===== src/rtl/regfile_wb_queue.sv =====
// Write-back queue in front of the dual-bank register file: arbitrates ports A/B into a FIFO,
// drains one entry per cycle and flags read-after-write hazards. Optional macro: WB_BYPASS_EN.
module regfile_wb_queue #(
   parameter int unsigned DEPTH = 4,
   parameter int unsigned AW    = 2
) (
   input  logic          clk,
   input  logic          reset,
   input  logic          a_valid,
   output logic          a_ready,
   input  logic [1:0]    a_fpoint,
   input  logic [4:0]    a_rd,
   input  logic [31:0]   a_data,
   input  logic          b_valid,
   output logic          b_ready,
   input  logic [1:0]    b_fpoint,
   input  logic [4:0]    b_rd,
   input  logic [31:0]   b_data,
   input  logic          hold,
   input  logic [4:0]    q_rs,
   input  logic [4:0]    q_rt,
   input  logic          q_fp,
   output logic          hazard,
   output logic          wb_write,
   output logic [1:0]    wb_fpoint,
   output logic [4:0]    wb_rd,
   output logic [31:0]   wb_busW,
   output logic [AW:0]   count,
   output logic          full,
   output logic          empty
);

   localparam int unsigned DATA_W = 32;
   localparam int unsigned RD_W   = 5;
   localparam int unsigned FP_W   = 2;
   localparam int unsigned EW     = FP_W + RD_W + DATA_W;
   localparam int unsigned RD_LSB = DATA_W;
   localparam int unsigned FP_LSB = DATA_W + RD_W;

   logic [EW-1:0] mem_q [DEPTH];
   logic [EW-1:0] mem_d [DEPTH];
   logic [AW-1:0] rd_ptr_q, rd_ptr_d;
   logic [AW-1:0] wr_ptr_q, wr_ptr_d;
   logic [AW:0]   count_q, count_d;

   logic          pop;
   logic          bypass;
   logic          push_a;
   logic          push_b;
   logic [AW+1:0] free;
   logic [EW-1:0] head;
   logic [AW-1:0] hz_off;

   assign count = count_q;
   assign empty = (count_q == '0);
   assign full  = (count_q == (AW+1)'(DEPTH));
   assign head  = mem_q[rd_ptr_q];

   // Arbitration: a same-cycle pop frees a slot; port A has fixed priority
   always_comb begin : arbitrate
      bypass = 1'b0;
      pop    = !empty && !hold;
`ifdef WB_BYPASS_EN
      bypass = empty && !hold && a_valid && !reset;
`endif
      free    = (AW+2)'(DEPTH) - (AW+2)'(count_q) + (AW+2)'(pop);
      a_ready = !reset && (free >= (AW+2)'(1));
      b_ready = !reset && ((free >= (AW+2)'(2)) ||
                           ((free >= (AW+2)'(1)) && !a_valid));
      push_a  = a_valid && a_ready && !bypass;
      push_b  = b_valid && b_ready;
   end

   // Next-state for storage and pointers; A lands before B when both push
   always_comb begin : next_state
      mem_d    = mem_q;
      wr_ptr_d = wr_ptr_q;
      rd_ptr_d = rd_ptr_q;
      count_d  = count_q;
      if (push_a) begin
         mem_d[wr_ptr_q] = {a_fpoint, a_rd, a_data};
      end
      if (push_b) begin
         mem_d[wr_ptr_q + AW'(push_a)] = {b_fpoint, b_rd, b_data};
      end
      wr_ptr_d = wr_ptr_q + AW'(push_a) + AW'(push_b);
      rd_ptr_d = rd_ptr_q + AW'(pop);
      count_d  = count_q + (AW+1)'(push_a) + (AW+1)'(push_b) - (AW+1)'(pop);
   end

   // Register-file write port, zeroed when idle
   always_comb begin : wb_drive
      wb_write  = 1'b0;
      wb_fpoint = '0;
      wb_rd     = '0;
      wb_busW   = '0;
      if (bypass) begin
         wb_write  = 1'b1;
         wb_fpoint = a_fpoint;
         wb_rd     = a_rd;
         wb_busW   = a_data;
      end else if (pop) begin
         wb_write  = 1'b1;
         wb_fpoint = head[FP_LSB +: FP_W];
         wb_rd     = head[RD_LSB +: RD_W];
         wb_busW   = head[DATA_W-1:0];
      end
   end

   // Slot i is occupied when its distance from the head is below count; fpoint[0] selects the bank
   always_comb begin : hazard_detect
      hazard = 1'b0;
      hz_off = '0;
      for (int unsigned i = 0; i < DEPTH; i++) begin
         hz_off = AW'(i) - rd_ptr_q;
         if (((AW+1)'(hz_off) < count_q) && (mem_q[i][FP_LSB] == q_fp) &&
             ((mem_q[i][RD_LSB +: RD_W] == q_rs) || (mem_q[i][RD_LSB +: RD_W] == q_rt))) begin
            hazard = 1'b1;
         end
      end
      if (bypass && (a_fpoint[0] == q_fp) && ((a_rd == q_rs) || (a_rd == q_rt))) begin
         hazard = 1'b1;
      end
   end

   always_ff @(posedge clk or posedge reset) begin : state_reg
      if (reset) begin
         rd_ptr_q <= '0;
         wr_ptr_q <= '0;
         count_q  <= '0;
         for (int unsigned i = 0; i < DEPTH; i++) begin
            mem_q[i] <= '0;
         end
      end else begin
         rd_ptr_q <= rd_ptr_d;
         wr_ptr_q <= wr_ptr_d;
         count_q  <= count_d;
         for (int unsigned i = 0; i < DEPTH; i++) begin
            mem_q[i] <= mem_d[i];
         end
      end
   end

endmodule

===== config.mk =====
export PLATFORM = sky130hd
export DESIGN_NAME = regfile_wb_queue
export DESIGN_NICKNAME = d
export VERILOG_FILES = /design/src/rtl/regfile_wb_queue.sv
export SDC_FILE = /design/constraint.sdc
export NUM_CORES = 1
export LEC_CHECK = 0
export CORE_AREA = 2 2 173 175
export CTS_CLUSTER_DIAMETER = 50
export CTS_CLUSTER_SIZE = 30
export DETAILED_ROUTE_END_ITERATION = 8
export DIE_AREA = 0 0 175 177
export SYNTH_ARGS = -nofsm -noshare
export SYNTH_HDL_FRONTEND = slang
export SYNTH_SLANG_ARGS = --single-unit

===== constraint.sdc =====
create_clock -name clk -period 11.2 [get_ports clk]
set_input_delay 2.24 -clock clk [delete_from_list [all_inputs] [get_ports clk]]
set_output_delay 2.24 -clock clk [all_outputs]
set_load 0.05 [all_outputs]

==> results.cfg <==
[hold_path]
hold_path_class = flop to flop
hold-path-cell-count = 2

[setup_path]
worst-path-buf-inv = 3
r2r_slack_ns = 6.76
worst-path-stages = 9
slowest_delay_ns = 0.81
cpMaxStageDelayCell = clkdlybuf4s50_1
crit_chain = clkdlybuf4s50_1, or2_2, ha_1, inv_1, ha_1, nor2_1, o221a_4, nor2_1, clkdlybuf4s50_1
path_delay_family = buffers and inverters
worstPathMaxFanout = 3
r2r-end = mem_q[115]
startpoint = hold
cp-start-kind = input pin
r2r_cells = 13
timing.rr.start = count[2]
path_class = input pin to primary output
cp.required_ns = 8.96
cp-endpoint = b_ready
cp.arrival_ns = 4.61
crit_path_end_kind = primary output

[pwr]
power_leakage_nw = 5.07
seqPwrFrac_pct = 29.2
internal-power_mw = 2.44
peakVddDrop_uv = 135
power_switching_share_pct = 37.8
p_per_area_mw_per_mm2 = 315
combinationalPowerShare_pct = 54.9
power_switching_mw = 1.49
clock_power_share_pct = 15.9

[timing]
rsz0062_at_grt = no
worst_pin_slew_ns = 1.02
setup-tns-final_ns = 0
finalSetupViolCount = 0
maxSlewHeadroom_pct = 32.2
hold_viol = 0
maxSlewViolCount = 0
period_share_pct = 61.1
skew_ns = 0.0186
period_needed_ns = 6.85
fmax_mhz = 146

[cts]
htreeDepth = 4
post_cts_resized = 0
path_clk_slew_ns = 0.07
hold_buffers = 0
cts_tree = built
clock_latency_ns = 0.44
cts_root_buffer = clkbuf_16
numCtsBuffers = 17
cts_setup_buffers = 0
cts_buffer_depth = 2
cts.sinks = 163

[place]
placed_cells = 1225
place_congestion = 0.790
dp_hpwl_um = 16200
io_buffers = 141
placed_area_mm2 = 0.0119

[synthesis]
async_reset_ff_share_pct = 100
synth_cells = 735
syn_area_mm2 = 0.0101
syn_area_per_cell_um2 = 13.8
synth-seq-cells = 163
ys_types = 38
yosysSeqAreaShare_pct = 40.4
ys.flop_type = dfrtp_1
synth-edff-count = 0
mappedNetlistNets = 842
synth_warnings = 0

[die]
rows = 63
die_area_mm2 = 0.0310
boundaryPins = 142
core_area_mm2 = 0.0292
die_w_um = 175
initial_utilization_pct = 34.6
die_height_um = 177

[grt]
grt_max_degree = 90
antenna_found_initial = 1
grt_pass1_vias = 7008
grt_pass1_wl_um = 41000
grt_use_total_pct = 17.6
grt_overflow = 0

[drt]
drt_iter0_drc = 193
wl_um = 26400
via_per_inst = 5.05
detail_route.first_pass.iterations = 4
antenna_left = 0
drt_drc_violations_left = 0
wl_per_cell_um = 21.0
via_count = 6343

[flow_run]
drv_cap = 0

[final_layout]
final_cells = 1257
diodes = 0
nNetsFinal = 961
drive_gt1_share_pct = 45.2
final_common_cell = mux2_2
fin_area_mm2 = 0.0125
most-common-layout-cells = 263 x mux2_2, 161 x dfrtp_1, 141 x clkdlybuf4s50_1
area_delta_synth_final_pct = 23.4
final_util_pct = 42.7

[outcome]
status = completed
layout make-up:
cell class	instances	area, um^2
inverter	10	42.5
multi-input combinational	509	5750
timing repair buffer	153	1500
fill	2707	16800
clock inverter	15	189
tap	390	488
sequential	163	4080
clock buffer	17	425
cell families after synthesis:
group	Yosys count	synth area share [%]
AND/OR/NAND/NOR	79	4.86
multiplexers	351	44.6
adder cells (fa/ha/maj)	13	1.68
flip-flops	163	40.4
XOR/XNOR	50	4.33
buffers and inverters	63	3.04
AO/OA/AOI/OAI	16	1.16
through the flow:
stage	setup slack [ns]	power, mW	hold slack (ns)
after floorplan	4.56	2.78	0.464
after global placement	4.34	3.30	0.599
after detailed placement	4.33	3.34	0.602
after CTS	4.32	3.98	0.619
after global routing	4.21	4.18	0.639
final	4.35	3.93	0.616
cell usage after synthesis (4+ instances only):
cell / instances / share of area (%)
mux2_2: 263 / 29
dfrtp_1: 163 / 40
and2_1: 39 / 2.4
mux4_2: 39 / 8.7
xnor2_1: 31 / 2.7
mux2_4: 30 / 4.5
buf_2: 21 / 1.0
clkbuf_1: 20 / 0.74
mux2_1: 19 / 2.1
xor2_1: 19 / 1.6
ha_1: 12 / 1.5
inv_1: 10 / 0.37
nor3_1: 9 / 0.45
nand3_1: 8 / 0.40
nor2_1: 7 / 0.26
a21oi_1: 6 / 0.30
buf_1: 4 / 0.15
buf_4: 4 / 0.30
buf_6: 4 / 0.45
o221ai_1: 4 / 0.35
registers in the layout, indices dropped and copies added (netlist names):
signal    count
mem_q       156
count         3
rd_ptr_q      2
wr_ptr_q      2
tightest hold or removal path: stages (launching register included):
cell and delay [ns]:
dfrtp_1 0.34, mux2_1 0.12, mux2_2 0.13
worst min-delay path by stage:
stage	startpoint	slack (ns)	endpoint
global placement	mem_q[68]	0.60	mem_q[68]
CTS	mem_q[68]	0.62	mem_q[68]
floorplan	rd_ptr_q[0]	0.46	rd_ptr_q[0]
finish	mem_q[68]	0.62	mem_q[68]
detailed placement	mem_q[31]	0.60	mem_q[31]
global route	mem_q[68]	0.64	mem_q[68]
routing by layer:
layer	vias to the layer above	global-route usage [%]	part of all wire (%)
li1	2927	-	-
met1	3265	22.1	45
met2	118	31.0	51
met3	31	3.54	3.5
met4	2	4.48	1.3
met5	-	0	0.049
power by group through the flow:
stage	registers [mW]	clock network, mW	logic, mW
global placement	1.16	0	2.14
finish	1.15	0.622	2.16
CTS	1.15	0.640	2.19
global route	1.19	0.665	2.32
detailed placement	1.16	0	2.18
floorplan	1.06	0	1.72
(Power assumes the default switching activity.)
